===== config.mk =====
export PLATFORM = sky130hd
export DESIGN_NAME = rr_select_arbiter
export DESIGN_NICKNAME = d
export VERILOG_FILES = /design/src/rtl/rr_select_arbiter.sv
export SDC_FILE = /design/constraint.sdc
export NUM_CORES = 1
export LEC_CHECK = 0
export BUFFER_PORTS_ARGS = -buffer_cell sky130_fd_sc_hd__buf_4
export CAP_MARGIN = 40
export CORE_AREA = 2 2 39 41
export CTS_CLUSTER_DIAMETER = 100
export DETAILED_ROUTE_END_ITERATION = 10
export DIE_AREA = 0 0 41 43
export PLACE_DENSITY = 0.66
export SYNTH_ARGS = -nofsm -noshare
export SYNTH_HDL_FRONTEND = slang
export SYNTH_SLANG_ARGS = --single-unit

===== constraint.sdc =====
create_clock -name clk -period 1.7 [get_ports clk]
set_clock_uncertainty 0.15 [all_clocks]
set_input_delay 0.085 -clock clk [delete_from_list [all_inputs] [get_ports clk]]
set_output_delay 0.085 -clock clk [all_outputs]
set_load 0.02 [all_outputs]

===== src/rtl/rr_select_arbiter.sv =====
// Round-robin arbiter driving the 2-bit select of a downstream 4:1 mux; grant held until done/withdraw.
// Optional forced release after MAX_HOLD cycles when RR_HOLD_TIMEOUT_EN is defined.
module rr_select_arbiter #(
  parameter int MAX_HOLD = 8,
  parameter int CNT_W    = 4
) (
  input  logic       clk,
  input  logic       rst_n,
  input  logic [3:0] req,
  input  logic       done,
  output logic [1:0] select,
  output logic [3:0] grant,
  output logic       valid,
  output logic       timeout
);

  typedef enum logic {IDLE, GRANT} state_t;

  state_t     state;
  logic [1:0] ptr;
  logic [1:0] win_idx;
  logic [1:0] scan_idx;
  logic       found;
  logic       rel_now;

  if (MAX_HOLD < 2 || (2 ** CNT_W) < MAX_HOLD) begin : g_bad_params
    $error("rr_select_arbiter: MAX_HOLD must be >= 2 and fit in CNT_W bits");
  end

  // Search starts at ptr and wraps, so the last granted source has lowest priority.
  always_comb begin
    win_idx  = ptr;
    scan_idx = ptr;
    found    = 1'b0;
    for (int k = 0; k < 4; k++) begin
      scan_idx = ptr + 2'(k);
      if (!found && req[scan_idx]) begin
        win_idx = scan_idx;
        found   = 1'b1;
      end
    end
  end

  assign rel_now = done | ~req[select];

`ifdef RR_HOLD_TIMEOUT_EN
  logic [CNT_W-1:0] hold_cnt;
  logic             hold_lim;

  assign hold_lim = (hold_cnt == CNT_W'(MAX_HOLD - 1));

  always_ff @(posedge clk or negedge rst_n) begin
    if (!rst_n) begin
      state    <= IDLE;
      ptr      <= 2'd0;
      select   <= 2'd0;
      grant    <= 4'b0000;
      valid    <= 1'b0;
      timeout  <= 1'b0;
      hold_cnt <= '0;
    end else begin
      timeout <= 1'b0;
      case (state)
        IDLE: begin
          if (|req) begin
            select   <= win_idx;
            grant    <= 4'b0001 << win_idx;
            valid    <= 1'b1;
            hold_cnt <= '0;
            state    <= GRANT;
          end
        end
        GRANT: begin
          // A real release condition on the limit cycle wins; timeout only flags a forced one.
          if (rel_now || hold_lim) begin
            grant   <= 4'b0000;
            valid   <= 1'b0;
            ptr     <= select + 2'd1;
            timeout <= ~rel_now;
            state   <= IDLE;
          end else begin
            hold_cnt <= hold_cnt + 1'b1;
          end
        end
        default: state <= IDLE;
      endcase
    end
  end
`else
  always_ff @(posedge clk or negedge rst_n) begin
    if (!rst_n) begin
      state   <= IDLE;
      ptr     <= 2'd0;
      select  <= 2'd0;
      grant   <= 4'b0000;
      valid   <= 1'b0;
      timeout <= 1'b0;
    end else begin
      timeout <= 1'b0;
      case (state)
        IDLE: begin
          if (|req) begin
            select <= win_idx;
            grant  <= 4'b0001 << win_idx;
            valid  <= 1'b1;
            state  <= GRANT;
          end
        end
        GRANT: begin
          if (rel_now) begin
            grant <= 4'b0000;
            valid <= 1'b0;
            ptr   <= select + 2'd1;
            state <= IDLE;
          end
        end
        default: state <= IDLE;
      endcase
    end
  end
`endif

endmodule


==> results of run 1 <==
cells in the final DEF, fill, tap and decap left out, drive strengths merged:
cell	n
a2111oi	1
a211o	1
a211oi	2
a21o	1
a21oi	7
buf	14
clkbuf	4
conb	1
dfrtp	10
dlygate4sd3	1
inv	5
mux4	1
nand2	6
nand2b	2
nor2	5
nor2b	1
nor3b	1
nor4	1
o21ai	3
o32ai	4
or2	2
xnor2	1
cell families after synthesis:
kind of cell / after synthesis / share of synthesized area, %
DFF: 10 / 46.7
AOI/OAI and AO/OA: 18 / 24.8
buffers and inverters: 7 / 5.84
and+or+nand+nor: 18 / 16.1
xor gates and xnor gates: 1 / 1.64
muxes: 1 / 4.21
other: 1 / 0.700
flip-flops by register name, indices dropped and copies added, names as in the netlist:
signal,count
grant,4
ptr,2
select,2
state,1
valid,1
final cells by class:
cell class / count / area [um2]
well taps: 16 / 20.0
repair buffers: 15 / 115
flip-flops and latches: 10 / 251
fillers: 144 / 674
multi-input cells: 40 / 268
inverters: 5 / 18.8
clock buffers: 4 / 36.3
critical path: stages, from the launching register on:
cell	delay [ns]
dfrtp_2	0.41
mux4_2	0.57
a21oi_2	0.26
o32ai_1	0.12
per-layer routing:
metal | routed length [um] | share of wire (%)
met5 | 0 | 0
met4 | 17 | 1.5
met3 | 67 | 5.9
met2 | 532 | 47
met1 | 524 | 46
stage by stage:
step / setup WS [ns] / power [W] / instance area (um2)
2_1_floorplan: 0.0803 / 0.000887 / 537
3_3_place_gp: 0.0739 / 0.00109 / 649
3_5_place_dp: 0.0585 / 0.00109 / 649
4_1_cts: 0.0413 / 0.00131 / 696
5_1_grt: 0.0184 / 0.00141 / 709
6_report: 0.0730 / 0.00132 / 709
worst max-delay path by stage:
stage	slack, ns	startpoint	to	cells after the start
2_1_floorplan	0.08	select[0]	ptr[0]	4
3_3_place_gp	0.07	select[0]	ptr[0]	4
3_5_place_dp	0.06	select[0]	ptr[0]	4
4_1_cts	0.04	select[0]	ptr[0]	4
5_1_grt	0.02	select[0]	grant[2]	3
6_report	0.07	select[0]	grant[2]	3
repair_timing:
item / in CTS / in global routing
setup buffers: 0 / 0
hold endpoints to repair: 10 / 0
hold buffers: 1 / 0
endpoints found under the setup margin: 0 / 3
gates resized for setup: 0 / 1
power by group:
group | internal [W] | switching (W) | total [W] | leakage, nW
sequential | 0.000354 | 0.0000840 | 0.000438 | 0.121
clock | 0.000130 | 0.0000810 | 0.000211 | 0.0210
combinational | 0.000296 | 0.000377 | 0.000673 | 0.185
total | 0.000780 | 0.000542 | 0.00132 | 0.327
==> key figures, run 1 <==
Status
  – Status: finished clean

Finish
  – Share of cells above drive strength 1: approximately a third
  – Antenna cells: 0
  – Final nets: 82
  – Final Util: approximately 50%
  – Finished Layout Cells: 90
  – Area Overhead vs Synth: 32.5%

Synthesis
  – Ys Warns: 0
  – Post-synth top area cell: dfrtp_1
  – Mapped Cells: 56
  – Post-synth EDFFs: 0
  – Syn avg cell area: between 9 and 10 um2
  – Yosys cell types: 22
  – Most frequent cell after synthesis: dfrtp_1
  – Post-synth top cells: dfrtp_1, nand2_1, a21oi_1, inv_1, nor2_1
  – Post-synthesis sequential area ratio: ~47%
  – Asr flop ratio synth: 100%
  – Post-synthesis cell area: around 540 um2
  – Seq cells post-synth: 10
  – Synth top area cells: dfrtp_1, o32ai_1, a21oi_1
  – Post-synth top area share: a little under half
  – Prevailing post-synth register cell: dfrtp_1
  – Syn Nets: 63

GRT
  – Top Usage Layer GRT: met2
  – Met2 GRT Util: a little under a quarter
  – Vias in the first global route: between 400 and 500
  – First-pass GRT wire length: 1810 um
  – GRT overflow: 0
  – Antenna violations before repair: 0
  – M3 GR Usage: 1.57%
  – GRT Total Usage: 15.6%
  – Largest net degree at the start of global routing: 14
  – GR Util met1: around a fifth

STA
  – Unrepaired setup endpoints after global routing: false
  – Fin crit period: about 1.6 ns
  – Setup violators final: 0
  – TNS Setup: 0 ns
  – Fin. max-slew vios: 0
  – Fmax: 0.615 GHz
  – Final Cycle Share: 95.7%
  – Min Hold Slack: roughly 0.0033 ns
  – Fin. Hold Viols: 0

Floorplanning
  – Initial core utilization: 38.7%
  – Core area: about 1400 um2
  – FP Rows: 14
  – Die height: between 40 and 50 um
  – Die width: 41 um
  – Total die area: 1760 um2
  – # IOs: 15

Detailed routing
  – DRT antenna net count: 0
  – DR WL/cell: about 13 um
  – Drc violations: 0
  – Routed vias: about 480
  – Vias per cell: roughly 5.3
  – First-pass iteration count of the detailed router: 4
  – 1st-iter DRT viols: 7
  – Post-Route WL: 1140 um

Clock network
  – Clk root buf: clkbuf_4
  – CTS H-tree depth: 1
  – TritonCTS buffer count: 3
  – Max Buffers Root-to-Sink: 2
  – TritonCTS clock tree: done
  – Clock Latency Late Sink: about 0.26 ns
  – Clock Sinks: 10
  – Clock transition at the registers of the reported paths: ~0.070 ns

Critical path
  – Critical path startpoint category: flip-flop
  – R2R cell count: 3
  – FF-to-FF Start: select[0]
  – Critical path class: reg2reg
  – Crit end category: flip-flop
  – Critical Path RT: between 1.5 and 2 ns
  – R2R setup slack: approximately 0.073 ns
  – Critical path arrival: around 1.6 ns
  – CP Max Fanout: 5
  – Reg-to-Reg End: grant[2]

Hold path
  – Worst Hold Depth: 3
  – Hold EP: state
  – Worst min-delay path class: in2reg
  – Worst hold start: req[3]

Pwr
  – P_leak: between 0.3 and 0.4 nW
  – PwrDens: between 1500 and 2000 nW/um2
  – Peak VDD IR: a little over 1000 uV

Flow run
  – Max-cap viol count: 0

Place
  – PortBufs: 13
  – Routability congestion estimate: 0.818
  – Placed cell count: between 80 and 90
  – Post-DP HPWL: 838 um
Note: power is estimated with default switching activity, not from simulation.
==> run 2: changes to the inputs <==
--- a/config.mk
+++ b/config.mk
@@ -7,11 +7,12 @@
 export LEC_CHECK = 0
 export BUFFER_PORTS_ARGS = -buffer_cell sky130_fd_sc_hd__buf_4
 export CAP_MARGIN = 40
-export CORE_AREA = 2 2 39 41
+export CORE_ASPECT_RATIO = 1.1
+export CORE_MARGIN = 1.5
+export CORE_UTILIZATION = 30
 export CTS_CLUSTER_DIAMETER = 100
 export DETAILED_ROUTE_END_ITERATION = 10
-export DIE_AREA = 0 0 41 43
-export PLACE_DENSITY = 0.66
+export PLACE_DENSITY = 0.52
 export SYNTH_ARGS = -nofsm -noshare
 export SYNTH_HDL_FRONTEND = slang
 export SYNTH_SLANG_ARGS = --single-unit
==> key figures, run 2 (synthesis results as in run 1) <==
Pwr
  – PwrDens: 1870 nW/um2 (+0.41%)
  – P_leak: 0.327 nW (+0.12%)
  – Peak VDD IR: 761 uV (-24%)

STA
  – Final Cycle Share: 92.8% (-2.9 points)
  – Setup violators final: 0 (unchanged)
  – Fin worst setup slack: 0.122 ns (+0.0486 ns)
  – Fin. max-slew vios: 0 (unchanged)
  – Min Hold Slack: 0.0235 ns (+0.0202 ns)
  – Fmax: 0.634 GHz (+3.1%)
  – TNS Setup: 0 ns (unchanged)
  – Fin. Hold Viols: 0 (unchanged)
  – Fin crit period: 1.58 ns (-0.0486 ns)

GRT
  – GRT Total Usage: 13.8% (-1.7 points)
  – Antenna violations before repair: 0 (unchanged)
  – GRT overflow: 0 (unchanged)
  – Vias in the first global route: 431 (+1.4%)
  – First-pass GRT wire length: 2020 um (+11%)
  – Largest net degree at the start of global routing: 14 (unchanged)

Finish
  – Number of flip-flops in the largest register: 4 (unchanged)
  – Biggest regs: grant x4, ptr x2, select x2
  – Commonest non-fill, non-tap cell in the layout: buf_4
  – Antenna cells: 0 (unchanged)
  – Share of cells above drive strength 1: 33.3% (-0.45 points)
  – Area occupied by multi-input gates: 275 um2 (+2.8%)
  – Largest Register: grant
  – Final nets: 83 (+1.2%)
  – Fillers: 174 (+21%)
  – Most frequent cells in the layout: buf_4, dfrtp_1, nand2_1
  – Seq. cell area: 251 um2 (unchanged)
  – Area Overhead vs Synth: 33.6%

Floorplanning
  – Die width: 43.3 um (+5.6%)
  – # IOs: 15 (unchanged)
  – Total die area: 2050 um2 (+16%)
  – Die height: 47.3 um (+10%)
  – FP Rows: 15 (+1)
  – Initial core utilization: 33.2% (-5.5 points)
  – Core area: 1610 um2 (+17%)

Clock network
  – TritonCTS buffer count: 3 (unchanged)
  – Clk root buf: clkbuf_4
  – Max Buffers Root-to-Sink: 2 (unchanged)
  – Clock transition at the registers of the reported paths: 0.07 ns (about the same)
  – TritonCTS clock tree: done
  – Clock Sinks: 10 (unchanged)
  – Clock Latency Late Sink: 0.27 ns (about the same)
  – CTS H-tree depth: 1 (unchanged)
  – # Post-CTS Setup Buffers: 0 (unchanged)

Critical path
  – Critical Path Slowest Stage Cell: mux4_2
  – Critical Path RT: 1.74 ns (+0.06 ns)
  – CP Max Fanout: 5 (unchanged)
  – Crit end category: flip-flop
  – Slowest Stage Delay on Critical Path: 0.57 ns (about the same)
  – CP delay by family, top: multiplexers
  – Critical path startpoint category: flip-flop
  – Bufs and invs on worst path: 0 (unchanged)
  – Critical path arrival: 1.62 ns (about the same)
  – Critical Path, Cell by Cell: mux4_2, a21oi_4, nor2_1, a21oi_1
  – Critical path class: reg2reg

Detailed routing
  – DR WL/cell: 14.6 um (+15%)
  – 1st-iter DRT viols: 4 (-3)
  – First-pass iteration count of the detailed router: 4 (unchanged)
  – Vias per cell: 5.27 (-0.32%)
  – Routed vias: 485 (+1.9%)
  – Drc violations: 0 (unchanged)
  – Post-Route WL: 1340 um (+18%)
  – DRT antenna net count: 0 (unchanged)

Place
  – PortBufs: 13 (unchanged)
  – Post-DP HPWL: 907 um (+8.3%)
  – Dpl ws: 0.0657 ns (+0.00722 ns)
  – Routability congestion estimate: 0.781 (-4.6%)

Status
  – Status: finished clean

Hold path
  – Worst min-delay path class: in2reg

Flow run
  – Max-cap viol count: 0 (unchanged)
[run 2: area by class of cell]
type	instances	share of cell area [%]
repair buffers	16	17.1
clock buffers	4	3.67
well taps	17	2.97
flip-flops and latches	10	35.1
inverters	5	2.62
multi-input cells	40	38.5
[run 2: path summary, 6_finish.rpt]
path / from / endpoint / slack, ns / cells past startpoint
hold / removal: req[3] / state / 0.02 / 3
max in group asynchronous: rst_n / select[0] / 1.22 / 2
hold reg to reg: grant[3] / grant[3] / 0.40 / 2
min in group asynchronous: rst_n / grant[2] / 0.03 / 2
setup reg to reg: select[0] / ptr[1] / 0.12 / 4
setup / recovery: select[0] / ptr[1] / 0.12 / 4
[run 2: what timing repair did]
action | CTS | global route
resized for setup | 0 | 2
hold buffers | 1 | 0
hold endpoints to repair | 10 | 0
setup endpoints to repair | 0 | 6
[run 2: per-stage QoR]
step                      instance area [um2]  power, W  cells  util, %
after floorplan                           537  0.000887     56        -
after global placement                    658   0.00112     86     40.8
after detailed placement                  658   0.00112     86     40.8
after CTS                                 694   0.00130     91     43.0
after global routing                      716   0.00145     92     44.3
final                                     716   0.00134     92     44.3
[run 2: metal layers]
metal  global-route usage, %  wire length, um  vias up
li1                        -                -      236
met1                    17.8              624      227
met2                    21.2              615       18
met3                    3.08               81        4
met4                    9.09               22        0
met5                       0                0        -
[run 2: tightest hold or removal path, cell delays in order]
cell     delay (ns)
buf_4          0.11
nor4_1         0.06
a21oi_1        0.14
[run 2: report_power, final]
| group | switching, W | internal, W |
|---|---|---|
| clock | 0.0000835 | 0.0000907 |
| sequential | 0.0000808 | 0.000353 |
| combinational | 0.000413 | 0.000317 |
==> run 3: changes to the inputs <==
--- a/config.mk
+++ b/config.mk
@@ -8,8 +8,9 @@
 export BUFFER_PORTS_ARGS = -buffer_cell sky130_fd_sc_hd__buf_4
 export CAP_MARGIN = 40
 export CORE_ASPECT_RATIO = 1.1
-export CORE_MARGIN = 1.5
+export CORE_MARGIN = 3
 export CORE_UTILIZATION = 30
+export CTS_BUF_LIST = sky130_fd_sc_hd__clkbuf_2
 export CTS_CLUSTER_DIAMETER = 100
 export DETAILED_ROUTE_END_ITERATION = 10
 export PLACE_DENSITY = 0.52
==> key figures, run 3 (synthesis results as in run 1) <==
Critical path
  – Critical path startpoint category: flip-flop
  – Levels on crit path: 3 (-1)
  – Slowest Stage Delay on Critical Path: 0.52 ns (-0.05 ns)
  – Bufs and invs on worst path: 0 (unchanged)
  – Critical Path Slowest Stage Cell: mux4_2
  – CP delay by family, top: multiplexers
  – Crit. Startpoint: select[0]
  – Crit end category: flip-flop
  – Critical path arrival: 1.57 ns (-0.05 ns)
  – Critical path class: reg2reg
  – Critical Path RT: 1.67 ns (-0.07 ns)
  – R2R cell count: 3 (-1)
  – CP Max Fanout: 10 (+5)
  – Critical Path, Cell by Cell: mux4_2, a21oi_4, o32ai_1
  – FF-to-FF Start: select[0]

Place
  – Routability congestion estimate: 0.735 (-5.8%)
  – PortBufs: 13 (unchanged)
  – Placed cell count: 87 (+1.2%)
  – Dpl ws: 0.0375 ns (-0.0282 ns)
  – Dpl cell area: 666 um2 (+1.1%)
  – Post-DP HPWL: 882 um (-2.7%)

Clock network
  – Clock Latency Late Sink: 0.26 ns (about the same)
  – TritonCTS buffer count: 3 (unchanged)
  – # Post-CTS Setup Buffers: 0 (unchanged)
  – Clk root buf: clkbuf_2
  – Clock transition at the registers of the reported paths: 0.10 ns (+0.03 ns)
  – CTS H-tree depth: 1 (unchanged)
  – Clock Sinks: 10 (unchanged)
  – Max Buffers Root-to-Sink: 2 (unchanged)
  – TritonCTS clock tree: done

Finish
  – Largest Register: grant
  – Most frequent cells in the layout: buf_4, dfrtp_1, nand2_1
  – Final nets: 83 (unchanged)
  – Biggest regs: grant x4, ptr x2, select x2
  – Final Util: 42.9% (-1.4 points)
  – Antenna cells: 0 (unchanged)
  – Finished Layout Cells: 92 (unchanged)
  – Commonest non-fill, non-tap cell in the layout: buf_4
  – Area Overhead vs Synth: 30.8%
  – Post-Layout Inst Area: 701 um2 (-2.1%)
  – Share of cells above drive strength 1: 34.7% (+1.3 points)
  – Number of flip-flops in the largest register: 4 (unchanged)

STA
  – Fin crit period: 1.59 ns (+0.0124 ns)
  – Fmax: 0.629 GHz (-0.78%)
  – Setup violators final: 0 (unchanged)
  – Fin. max-slew vios: 0 (unchanged)
  – Fin. Hold Viols: 0 (unchanged)
  – Unrepaired setup endpoints after global routing: false
  – Fin worst setup slack: 0.109 ns (-0.0124 ns)
  – TNS Setup: 0 ns (unchanged)
  – Final Cycle Share: 93.6% (+0.73 points)

Detailed routing
  – DRT antenna net count: 0 (unchanged)
  – M1 WL: 570 um (-8.7%)
  – Drc violations: 0 (unchanged)
  – 1st-iter DRT viols: 10 (+6)
  – Metal2 WL: 510 um (-17%)
  – DR WL/cell: 12.8 um (-12%)
  – First-pass iteration count of the detailed router: 4 (unchanged)
  – Routed vias: 473 (-2.5%)
  – Met3 wire len: 67 um (-17%)
  – Top Layer Used: met4
  – Vias per cell: 5.14 (-2.5%)
  – Post-Route WL: 1180 um (-13%)

GRT
  – First-pass GRT wire length: 1870 um (-7.5%)
  – Antenna violations before repair: 0 (unchanged)
  – Vias in the first global route: 417 (-3.2%)
  – Largest net degree at the start of global routing: 14 (unchanged)
  – GRT overflow: 0 (unchanged)
  – GRT Total Usage: 11.5% (-2.4 points)

Pwr
  – Int Power: 0.000734 W (-3.6%)
  – Peak VDD IR: 638 uV (-16%)
  – P_leak: 0.330 nW (+1.0%)
  – PwrDens: 1810 nW/um2 (-3.1%)
  – Clock power share: 11.3% (-1.7 points)
  – Net Sw Power: 0.000536 W (-7.2%)
  – Reg power frac: 33.1% (+0.7 points)
  – Comb pwr share: 55.6% (+1.0 points)
  – Sw Share: 42.2% (-0.92 points)

Flow run
  – Max-cap viol count: 0 (unchanged)

Floorplanning
  – Initial core utilization: 32.8% (-0.38 points)
  – Die height: 50.3 um (+6.3%)
  – Core area: 1630 um2 (+1.2%)
  – # IOs: 15 (unchanged)
  – Die width: 46.3 um (+6.9%)
  – FP Rows: 15 (unchanged)
  – Total die area: 2330 um2 (+14%)

Status
  – Status: finished clean

Hold path
  – Worst min-delay path class: in2async
[run 3: changes by cell type in the layout (fill, tap and decap cells not counted), sizes merged]
| cell | change |
|---|---|
| a21oi | -1 |
| buf | +1 |
[run 3: path summary, 6_finish.rpt]
kind | end | slack (ns)
setup reg to reg | grant[2] | 0.11
setup / recovery | grant[2] | 0.11
min in group clk | state | 0.03
hold / removal | select[0] | 0.03
hold reg to reg | grant[1] | 0.40
max in group asynchronous | grant[2] | 1.22
[run 3: power by group through the flow]
stage,logic (W),registers [W],clock network (W)
after floorplan,0.000338,0.000549,0
after global placement,0.000709,0.000424,0
after CTS,0.000711,0.000423,0.000151
after global routing,0.000771,0.000440,0.000160
final,0.000707,0.000420,0.000144
after detailed placement,0.000709,0.000425,0
[run 3: timing repair]
| action | 4_1_cts | 5_1_grt |
|---|---|---|
| endpoints found under the setup margin | 0 | 6 |
| hold buffers | 1 | 0 |
| endpoints found under the hold margin | 10 | 0 |
| resized for setup | 0 | 1 |
[run 3: layer usage]
| metal | vias to the layer above | GRT usage, % |
|---|---|---|
| met5 | - | 0 |
| met4 | 0 | 5.69 |
| met3 | 5 | 3.23 |
| met2 | 17 | 15.6 |
| met1 | 214 | 16.3 |
| li1 | 237 | - |
[run 3: layout make-up]
class	instances	area [um2]
Sequential cell	10	251
Tap cell	17	21.3
Clock buffer	4	20.0
Multi-Input combinational cell	39	259
Inverter	5	18.8
Timing Repair Buffer	17	130
Fill cell	167	932
[run 3: per-stage QoR]
step / hold WS [ns] / total power, W
2_1_floorplan: -0.361 / 0.000887
3_3_place_gp: -0.227 / 0.00113
3_5_place_dp: -0.227 / 0.00113
4_1_cts: 0.0180 / 0.00128
5_1_grt: 0.0191 / 0.00137
6_report: 0.0269 / 0.00127
